<file path="config.mk">
export PLATFORM = sky130hd
export DESIGN_NAME = mac_vlg_tx_arb_flat
export DESIGN_NICKNAME = d
export VERILOG_FILES = /design/src/rtl/mac_vlg_tx_arb_pkg.sv /design/src/rtl/mac_vlg_tx_arb_if.sv /design/src/rtl/mac_vlg_rr_pick.sv /design/src/rtl/mac_vlg_tx_arb.sv /design/src/flat_wrapper.sv
export SDC_FILE = /design/constraint.sdc
export NUM_CORES = 1
export LEC_CHECK = 0
export ABC_CLOCK_PERIOD_IN_PS = 3000
export BUFFER_PORTS_ARGS = -buffer_cell sky130_fd_sc_hd__buf_2
export CAP_MARGIN = 20
export CORE_MARGIN = 2
export CORE_UTILIZATION = 29
export DETAILED_ROUTE_END_ITERATION = 12
export GPL_TIMING_DRIVEN = 0
export PLACE_DENSITY = 0.57
export SYNTH_ARGS = -nofsm -noshare
export SYNTH_HDL_FRONTEND = slang
export SYNTH_SLANG_ARGS = --single-unit
</file>
<file path="constraint.sdc">
create_clock -name clk -period 3 [get_ports clk]
set_input_delay 0.3 -clock clk [delete_from_list [all_inputs] [get_ports clk]]
set_output_delay 0.3 -clock clk [all_outputs]
set_load 0.03 [all_outputs]
</file>
<file path="src/rtl/mac_vlg_tx_arb_pkg.sv">
// Shared MAC TX arbiter types and frame constants.
package mac_vlg_pkg;

  typedef enum logic [1:0] {IDLE, GRANT, XMIT, IFG} tx_arb_fsm_t;

  localparam int MAC_IFG_BYTES   = 12;
  localparam int MAC_MAX_FRAME   = 1518;
  localparam int MAC_GNT_TIMEOUT = 64;

  // Index width that stays at least one bit for single-entry vectors.
  function automatic int idx_width(input int n);
    return (n > 1) ? $clog2(n) : 1;
  endfunction

endpackage

</file>
<file path="src/rtl/mac_vlg_tx_arb_if.sv">
// Requester-side and MAC-side signals of the TX arbiter, bundled for port use.
interface mac_vlg_tx_arb_if
  import mac_vlg_pkg::*;
#(
  parameter int N = 3
);
  localparam int SEL_W = idx_width(N);

  logic [N-1:0]     req;
  logic [N-1:0]     gnt;
  logic [N*8-1:0]   data_in;
  logic [N-1:0]     valid_in;
  logic [N-1:0]     last_in;
  logic [7:0]       data_out;
  logic             valid_out;
  logic             last_out;
  logic             error_out;
  logic [SEL_W-1:0] sel;
  logic             busy;

  modport master (
    output req, data_in, valid_in, last_in,
    input  gnt, data_out, valid_out, last_out, error_out, sel, busy
  );

  modport slave (
    input  req, data_in, valid_in, last_in,
    output gnt, data_out, valid_out, last_out, error_out, sel, busy
  );

endinterface

</file>
<file path="src/rtl/mac_vlg_rr_pick.sv">
// Combinational round-robin picker: first set request at or above ptr, with wrap.
module mac_vlg_rr_pick
  import mac_vlg_pkg::*;
#(
  parameter int N     = 3,
  parameter int IDX_W = idx_width(N)
) (
  input  logic [N-1:0]     req_i,
  input  logic [IDX_W-1:0] ptr_i,
  output logic [N-1:0]     pick_o,
  output logic [IDX_W-1:0] index_o,
  output logic             any_o
);

  int   cand;
  logic found;

  always_comb begin
    pick_o  = '0;
    index_o = '0;
    found   = 1'b0;
    cand    = 0;
    for (int k = 0; k < N; k++) begin
      cand = (int'(ptr_i) + k) % N;
      if (!found && req_i[cand]) begin
        found        = 1'b1;
        pick_o[cand] = 1'b1;
        index_o      = IDX_W'(cand);
      end
    end
  end

  assign any_o = found;

endmodule

</file>
<file path="src/rtl/mac_vlg_tx_arb.sv">
// Frame-level round-robin arbiter feeding the MAC TX byte stream, with IFG,
// grant timeout and maximum-length truncation.
module mac_vlg_tx_arb
  import mac_vlg_pkg::*;
#(
  parameter int N       = 3,
  parameter int IFG     = MAC_IFG_BYTES,
  parameter int MAX_LEN = MAC_MAX_FRAME,
  parameter int TIMEOUT = MAC_GNT_TIMEOUT
) (
  input  logic            clk,
  input  logic            rst_n,
  mac_vlg_tx_arb_if.slave tx
);

  localparam int SEL_W = idx_width(N);
  localparam int BC_W  = $clog2(MAX_LEN + 1);
  localparam int TO_W  = idx_width(TIMEOUT);
  localparam int IG_W  = idx_width(IFG);

  // With a zero gap a finished frame returns straight to arbitration.
  localparam tx_arb_fsm_t POST_ST   =
    tx_arb_fsm_t'((IFG > 0) ? mac_vlg_pkg::IFG : mac_vlg_pkg::IDLE);
  localparam logic        POST_BUSY = (IFG > 0);

  tx_arb_fsm_t      state_q;
  logic [SEL_W-1:0] ptr_q;
  logic [SEL_W-1:0] ptr_d;
  logic [SEL_W-1:0] sel_q;
  logic [N-1:0]     gnt_q;
  logic [7:0]       data_q;
  logic             valid_q;
  logic             last_q;
  logic             err_q;
  logic             busy_q;
  logic [BC_W-1:0]  byte_cnt_q;
  logic [TO_W-1:0]  to_cnt_q;
  logic [IG_W-1:0]  ifg_cnt_q;

  logic [N-1:0]     pick;
  logic [SEL_W-1:0] pick_idx;
  logic             pick_any;

  logic [7:0]       cur_byte;
  logic             cur_vld;
  logic             cur_lst;
  logic             cur_req;
  logic             at_max;

  function automatic logic [BC_W-1:0] sat_inc(input logic [BC_W-1:0] v);
    return (&v) ? v : v + 1'b1;
  endfunction

  mac_vlg_rr_pick #(
    .N     (N),
    .IDX_W (SEL_W)
  ) u_pick (
    .req_i   (tx.req),
    .ptr_i   (ptr_q),
    .pick_o  (pick),
    .index_o (pick_idx),
    .any_o   (pick_any)
  );

  // Only the granted requester's lane is ever looked at.
  always_comb begin
    cur_byte = '0;
    cur_vld  = 1'b0;
    cur_lst  = 1'b0;
    cur_req  = 1'b0;
    for (int i = 0; i < N; i++) begin
      if (sel_q == SEL_W'(i)) begin
        cur_byte = tx.data_in[8*i +: 8];
        cur_vld  = tx.valid_in[i];
        cur_lst  = tx.last_in[i];
        cur_req  = tx.req[i];
      end
    end
  end

  assign ptr_d  = (int'(sel_q) >= N - 1) ? '0 : sel_q + 1'b1;
  assign at_max = (byte_cnt_q == BC_W'(MAX_LEN - 1));

  always_ff @(posedge clk or negedge rst_n) begin
    if (!rst_n) begin
      state_q    <= mac_vlg_pkg::IDLE;
      ptr_q      <= '0;
      sel_q      <= '0;
      gnt_q      <= '0;
      data_q     <= '0;
      valid_q    <= 1'b0;
      last_q     <= 1'b0;
      err_q      <= 1'b0;
      busy_q     <= 1'b0;
      byte_cnt_q <= '0;
      to_cnt_q   <= '0;
      ifg_cnt_q  <= '0;
    end else begin
      valid_q <= 1'b0;
      last_q  <= 1'b0;
      err_q   <= 1'b0;
      case (state_q)
        mac_vlg_pkg::IDLE: begin
          if (pick_any) begin
            gnt_q      <= pick;
            sel_q      <= pick_idx;
            byte_cnt_q <= '0;
            to_cnt_q   <= '0;
            busy_q     <= 1'b1;
            state_q    <= mac_vlg_pkg::GRANT;
          end
        end

        mac_vlg_pkg::GRANT, mac_vlg_pkg::XMIT: begin
          if (cur_vld) begin
            data_q     <= cur_byte;
            valid_q    <= 1'b1;
            last_q     <= cur_lst | at_max;
            byte_cnt_q <= sat_inc(byte_cnt_q);
            if (cur_lst || at_max) begin
              // A length overrun is closed with a forced last and flagged.
              err_q     <= ~cur_lst;
              gnt_q     <= '0;
              ptr_q     <= ptr_d;
              ifg_cnt_q <= '0;
              busy_q    <= POST_BUSY;
              state_q   <= POST_ST;
            end else begin
              state_q <= mac_vlg_pkg::XMIT;
            end
          end else if (state_q == mac_vlg_pkg::XMIT) begin
            err_q     <= 1'b1;
            gnt_q     <= '0;
            ptr_q     <= ptr_d;
            ifg_cnt_q <= '0;
            busy_q    <= POST_BUSY;
            state_q   <= POST_ST;
          end else if (!cur_req) begin
            gnt_q   <= '0;
            busy_q  <= 1'b0;
            state_q <= mac_vlg_pkg::IDLE;
          end else if (to_cnt_q == TO_W'(TIMEOUT - 1)) begin
            err_q   <= 1'b1;
            gnt_q   <= '0;
            ptr_q   <= ptr_d;
            busy_q  <= 1'b0;
            state_q <= mac_vlg_pkg::IDLE;
          end else begin
            to_cnt_q <= to_cnt_q + 1'b1;
          end
        end

        mac_vlg_pkg::IFG: begin
          if (ifg_cnt_q == IG_W'(IFG - 1)) begin
            busy_q  <= 1'b0;
            state_q <= mac_vlg_pkg::IDLE;
          end else begin
            ifg_cnt_q <= ifg_cnt_q + 1'b1;
          end
        end

        default: begin
          gnt_q   <= '0;
          busy_q  <= 1'b0;
          state_q <= mac_vlg_pkg::IDLE;
        end
      endcase
    end
  end

  assign tx.gnt       = gnt_q;
  assign tx.sel       = sel_q;
  assign tx.data_out  = data_q;
  assign tx.valid_out = valid_q;
  assign tx.last_out  = last_q;
  assign tx.error_out = err_q;
  assign tx.busy      = busy_q;

endmodule

</file>
<file path="src/flat_wrapper.sv">
// flat-port wrapper written by rule: the top's interface ports become plain ports
module mac_vlg_tx_arb_flat import mac_vlg_pkg::*;
#(
  parameter int N       = 3,
  parameter int IFG     = MAC_IFG_BYTES,
  parameter int MAX_LEN = MAC_MAX_FRAME,
  parameter int TIMEOUT = MAC_GNT_TIMEOUT
)
  (clk, rst_n, tx_req, tx_data_in, tx_valid_in, tx_last_in, tx_gnt, tx_data_out, tx_valid_out, tx_last_out, tx_error_out, tx_sel, tx_busy);
  mac_vlg_tx_arb_if #(.N(N)) tx_i ();
  input  logic clk;
  input  logic rst_n;
  input wire logic [$bits(tx_i.req)-1:0] tx_req;
  input wire logic [$bits(tx_i.data_in)-1:0] tx_data_in;
  input wire logic [$bits(tx_i.valid_in)-1:0] tx_valid_in;
  input wire logic [$bits(tx_i.last_in)-1:0] tx_last_in;
  output wire logic [$bits(tx_i.gnt)-1:0] tx_gnt;
  output wire logic [$bits(tx_i.data_out)-1:0] tx_data_out;
  output wire logic [$bits(tx_i.valid_out)-1:0] tx_valid_out;
  output wire logic [$bits(tx_i.last_out)-1:0] tx_last_out;
  output wire logic [$bits(tx_i.error_out)-1:0] tx_error_out;
  output wire logic [$bits(tx_i.sel)-1:0] tx_sel;
  output wire logic [$bits(tx_i.busy)-1:0] tx_busy;
  assign tx_i.req = tx_req;
  assign tx_i.data_in = tx_data_in;
  assign tx_i.valid_in = tx_valid_in;
  assign tx_i.last_in = tx_last_in;
  assign tx_gnt = tx_i.gnt;
  assign tx_data_out = tx_i.data_out;
  assign tx_valid_out = tx_i.valid_out;
  assign tx_last_out = tx_i.last_out;
  assign tx_error_out = tx_i.error_out;
  assign tx_sel = tx_i.sel;
  assign tx_busy = tx_i.busy;
  mac_vlg_tx_arb #(.N(N), .IFG(IFG), .MAX_LEN(MAX_LEN), .TIMEOUT(TIMEOUT)) u_core (.clk(clk), .rst_n(rst_n), .tx(tx_i));
endmodule
</file>
# Word-level counts from Yosys, hierarchy flattened
# Index checks and enable logic that the tools add are counted.
# word_totals
input_bits	35
ff_bits	42
elab_cells	168
out_inout_bits	17
# op_classes
n_lt_le_gt_ge	7
bitwise	4
n_mux	90
eq_ne	21
n_reduce_logical	25
div	3
n_addsub	6
# ops
operator	n
$ge 32x1->1 const B	3
$lt 32x4->1 const B	3
$mod 32x3->32 const B	2
$mux 1	39
$mux 11	3
$mod 3x3->32 const B	1
$mux 2	15
$mux 6	5
$mux 3	9
$mux 8	3
$pmux 11 s2	1
$reduce_and 4->1	5
$mux 4	4
$ne 2x2->1 const B	6
$pmux 6 s2	1
$add 11x1->11 const B	1
$eq 11x11->1 const B	1
$reduce_and 11->1	1
$ne 2x1->1 const B	4
$pmux 4 s2	1
$add 6x1->6 const B	1
$bmux 1 s2	3
$demux 1 s2	3
$eq 2x2->1 const B	3
27 further kinds	38

# Depth between registers and ports, before layout
# logic_depth
ltp_word	13
mapped_depth	10
ltp_nobuf	7

# Cells and area by module
# Synthesis repeated with hierarchy kept, for this count alone.
# hier_totals
hier_cells	322
hier_area_um2	2870.3
# modules_own_cells
module	cells_per_inst	n_inst	seq_area_each_um2	area_each_um2
mac_vlg_tx_arb	270	1	1051.0	2488.6
mac_vlg_rr_pick	52	1	0.0	381.6

# Worst setup path after synthesis
# OpenSTA, ideal clock, no wires.
# synth_path
kind	register to register
start	register u_core.ptr_q[0]
end	register u_core.gnt_q[0], in the netlist u_core.tx.gnt[0]
stages_incl_launch_ff	10
setup_time_ns	0.122
n_path_buf	2
arrival_time_ns	2.087
synth_period_minus_slack_ns	2.209
required_ns	2.878
setup_slack_ns	0.791
path_cell_list	dfrtp_1 > inv_1 > ha_1 > clkbuf_1 > nand3b_1 > o21ai_2 > buf_4 > nor3_1 > or4_4 > a32o_1
# synth_via
elab_chain_cells	13
word_cells_on_any_way	45
cone_classes	add/sub: 2; div: 3; order compare: 6; eq/ne: 1; mux: 23; bitwise: 2; reduce/logical: 8
# synth_rtl
element	line	rtl
start, declared	mac_vlg_tx_arb.sv:27	logic [SEL_W-1:0] ptr_q;
start signal, assigned	mac_vlg_tx_arb.sv:124	ptr_q <= ptr_d;
start signal, assigned	mac_vlg_tx_arb.sv:134	ptr_q <= ptr_d;
start signal, assigned	mac_vlg_tx_arb.sv:145	ptr_q <= ptr_d;
branches (longest 13 deep; another with $mod 32x3->32)	n/a	
end signal, assigned	mac_vlg_tx_arb.sv:105	gnt_q <= pick;
end, declared	mac_vlg_tx_arb.sv:30	logic [N-1:0] gnt_q;
# Parallel ways; which one is timed is not known. The select of a mux whose other input is x is not followed.
# A chain may end at the register's enable or synchronous reset.

# Final worst setup path
# layout_path
start	register u_core.state_q[0]
end	register u_core.state_q[0]
# layout_via
elab_chain_cells	4
word_cells_on_any_way	12
cone_classes	eq/ne: 6; mux: 3; reduce/logical: 3
# layout_rtl
element	line	rtl
start, declared	mac_vlg_tx_arb.sv:26	tx_arb_fsm_t state_q;
start signal, assigned	mac_vlg_tx_arb.sv:86	state_q <= mac_vlg_pkg::IDLE;
start signal, assigned	mac_vlg_tx_arb.sv:110	state_q <= mac_vlg_pkg::GRANT;
start signal, assigned	mac_vlg_tx_arb.sv:129	state_q <= mac_vlg_pkg::XMIT;
$eq 2x1->1 or $eq 2x2->1 (tied branches)	mac_vlg_tx_arb.sv:102, mac_vlg_tx_arb.sv:131	
$reduce_or 2->1 or $mux 2 (tied branches)	mac_vlg_tx_arb.sv:102, mac_vlg_tx_arb.sv:131	
$ne 5x4->1 (no line) or $mux 2 (tied branches)	n/a	
$reduce_and 3->1 (no line) or $pmux 2 s3 (tied branches)	n/a	
# Parallel ways exist; a longest one is shown, timed or not.

==> run summary <==
Syn Nets = 340
Die Y = 102 um
Post-Syn Area = 0.00280 sq mm
Post-synth top cells = dfrtp_1 (42), nand2_1 (21), nor2_1 (19), o21ai_0 (19), mux2i_1 (17)
Skew final = 9.60 ps
CTS Buf Count = 5
Final period util = 0.868
Pwr Density = 1030 mW/mm^2
Cells after DPL = 471
Tmin final = 2600 ps
CTS HTree Levels = 2
Clock sink count = 42
Final cell count without fillers = 482
Post-route DRC = 0
Synth area leaders = dfrtp_1 (38%), mux2i_1 (6.1%), ha_1 (5.8%)
Std cell rows = 35
Fin util = 0.359
Final setup violation count = 0
Share of layout cells above drive strength 1 = 0.241
Post-route ant nets = 0
Final hold violations = 0
EDFF count, synth = 0
Slew headroom = 0.446
Max-slew violations = 0
Synth Warn # = 0
Main synth FF type = dfrtp_1
Global-route wire length before repair = 12.0 mm
Critical Path RT = 3190 ps
Post-DR wirelength/cell = 14.4 um
Initial antenna violation count = 0
Max frequency = 384 MHz
Layout Nets = 399
LEAKAGE = 0.00148 uW
Total negative setup slack = 0 ps
Die Wd = 102 um
GP Congestion = 0.791
Critical path class = flip-flop to flip-flop
Slowest-stage cell, CP = nor4_2
Max VDD drop = 401 uV
Hpwl dp = 5.23 mm
Die Footprint = 0.0105 sq mm
Gr usage total = 0.144
Netlist cell types = 59
Area grow syn2layout = 19.2%
Post-Synthesis Cells = 292
Async set or reset register ratio after synthesis = 1.00
Setup bufs post-CTS = 0
Remaining global-route overflow = 0
Synthesis-stage register bit count = 42
Syn_area_per_cell = 9.59 sq um
Vias post-DR = 2480
Place WS = 400 ps
Synth top area share = 0.375
Maximum net fanout on the critical path = 10
Clock Latency Late Sink = 310 ps
Crit path cell chain = inv_1 > ha_1 > buf_2 > clkinv_1 > nor4_2 > a211oi_1 > mux2_2
Startpoint Class = flip-flop
Largest net degree at the start of global routing = 43
RSZ-0062 raised after global routing = false
Core footprint = 0.00928 sq mm
I/O pin total = 52
Data arrival time of the critical path = 2790 ps
CP peak stage delay = 760 ps
Initial Util = 0.302
Clock Path Buffers = 2
Slew of the pin with the lowest slew margin = 817 ps
Clock root buffer = clkbuf_8
DR iter-0 viols = 136
Max Cap Violations = 0
Worst min-delay path class = input port to flip-flop
Setup crit end kind = flip-flop
IO buf count = 50
Vias in the first global route = 2432
Largest area contributor in the netlist = dfrtp_1
Status = finished, final reports clean
TritonRoute pass-1 iters = 4
CTS tree = built
Routed wire length = 6.94 mm
Sequential element share of the synthesized area = 0.375
WHS = 267 ps
Worst-path clk slew = 90 ps
Via-to-Cell Ratio = 5.15
Most numerous cell in the Yosys netlist = dfrtp_1
PnR worst setup slack = 397 ps
-- area by class of cell --
type                            instances  area (sq um)
Multi-Input combinational cell        223          1610
Sequential cell                        42          1050
Inverter                               12          45.0
Timing Repair Buffer                   52           280
Buffer                                 15          93.8
Clock buffer                            5          68.8
Clock inverter                          3          23.8
Tap cell                              129           161
Antenna cell                            1          2.50
Fill cell                             986          5950
-- cell usage in the layout (no fill, tap or decap), drive strengths merged, types with 4 or more instances in the layout --
master,count
o21ai,23
dfrtp,42
nand2b,9
or4,7
o21a,4
clkbuf,10
a32o,5
nor2,19
buf,61
a31oi,4
nand3b,6
nand3,9
and4,4
ha,13
nand2,21
o31ai,12
a21oi,16
o311ai,5
inv,12
mux2i,18
-- metrics by stage --
step	total power, uW	instance area [sq um]
6_report	3430	3340
3_5_place_dp	3060	3210
4_1_cts	3460	3300
2_1_floorplan	2500	2800
5_1_grt	3750	3330
3_3_place_gp	3010	3210
-- metal layers --
| metal | vias up | global-route usage | part of all wire |
|---|---|---|---|
| met3 | 10 | 0.0198 | 0.038 |
| met1 | 1193 | 0.198 | 0.47 |
| li1 | 1221 | - | - |
| met5 | - | 0 | 0 |
| met4 | 0 | 0.0462 | 0.015 |
| met2 | 56 | 0.234 | 0.48 |
-- timing repair --
| item | 4_1_cts | 5_1_grt |
|---|---|---|
| resized for setup | 0 | 0 |
| hold buffers | 0 | 1 |
| endpoints found under the hold margin | 0 | 2 |
-- report_power, final --
part	total (uW)	switching, uW	internal [uW]
clock	393	226	167
combinational	2180	1370	803
sequential	863	124	739
-- worst paths after layout --
kind,startpoint,to,slack (ps),cells past startpoint
worst max-delay path,u_core.state_q[0],u_core.state_q[0],400,7
worst min-delay path,tx_data_in[16],u_core.tx.data_out[0],270,3
max in group asynchronous,rst_n,u_core.tx.sel[0],2260,3
worst max register to register,u_core.state_q[0],u_core.state_q[0],400,7
min in group asynchronous,rst_n,u_core.tx.gnt[0],320,2
worst min register to register,u_core.tx.data_out[6],u_core.tx.data_out[6],490,2
-- state kept, by name, indices dropped and copies added (netlist names) --
| register | cells |
|---|---|
| u_core.tx.last_out | 1 |
| u_core.tx.error_out | 1 |
| u_core.tx.busy | 1 |
| u_core.ifg_cnt_q | 4 |
| u_core.tx.data_out | 8 |
| u_core.to_cnt_q | 6 |
| u_core.tx.gnt | 3 |
| u_core.state_q | 2 |
| u_core.tx.valid_out | 1 |
| u_core.ptr_q | 2 |
| u_core.byte_cnt_q | 11 |
| u_core.tx.sel | 2 |
-- cell families after synthesis --
family          Yosys count  share of synthesized area
compound gates           91                      0.242
mux                      21                     0.0809
fa+ha+maj                13                     0.0581
simple gates             98                      0.194
buf+inv                  27                     0.0496
flops                    42                      0.375
-- worst max-delay path: cells and delay by family, from the launching register on --
kind,cells,cell delay (ps)
AOI/OAI and AO/OA,1,140
buffers and inverters,3,600
adders and majority gates,1,280
muxes,1,300
DFF,1,420
and+or+nand+nor,1,760
(Power assumes the default switching activity.)
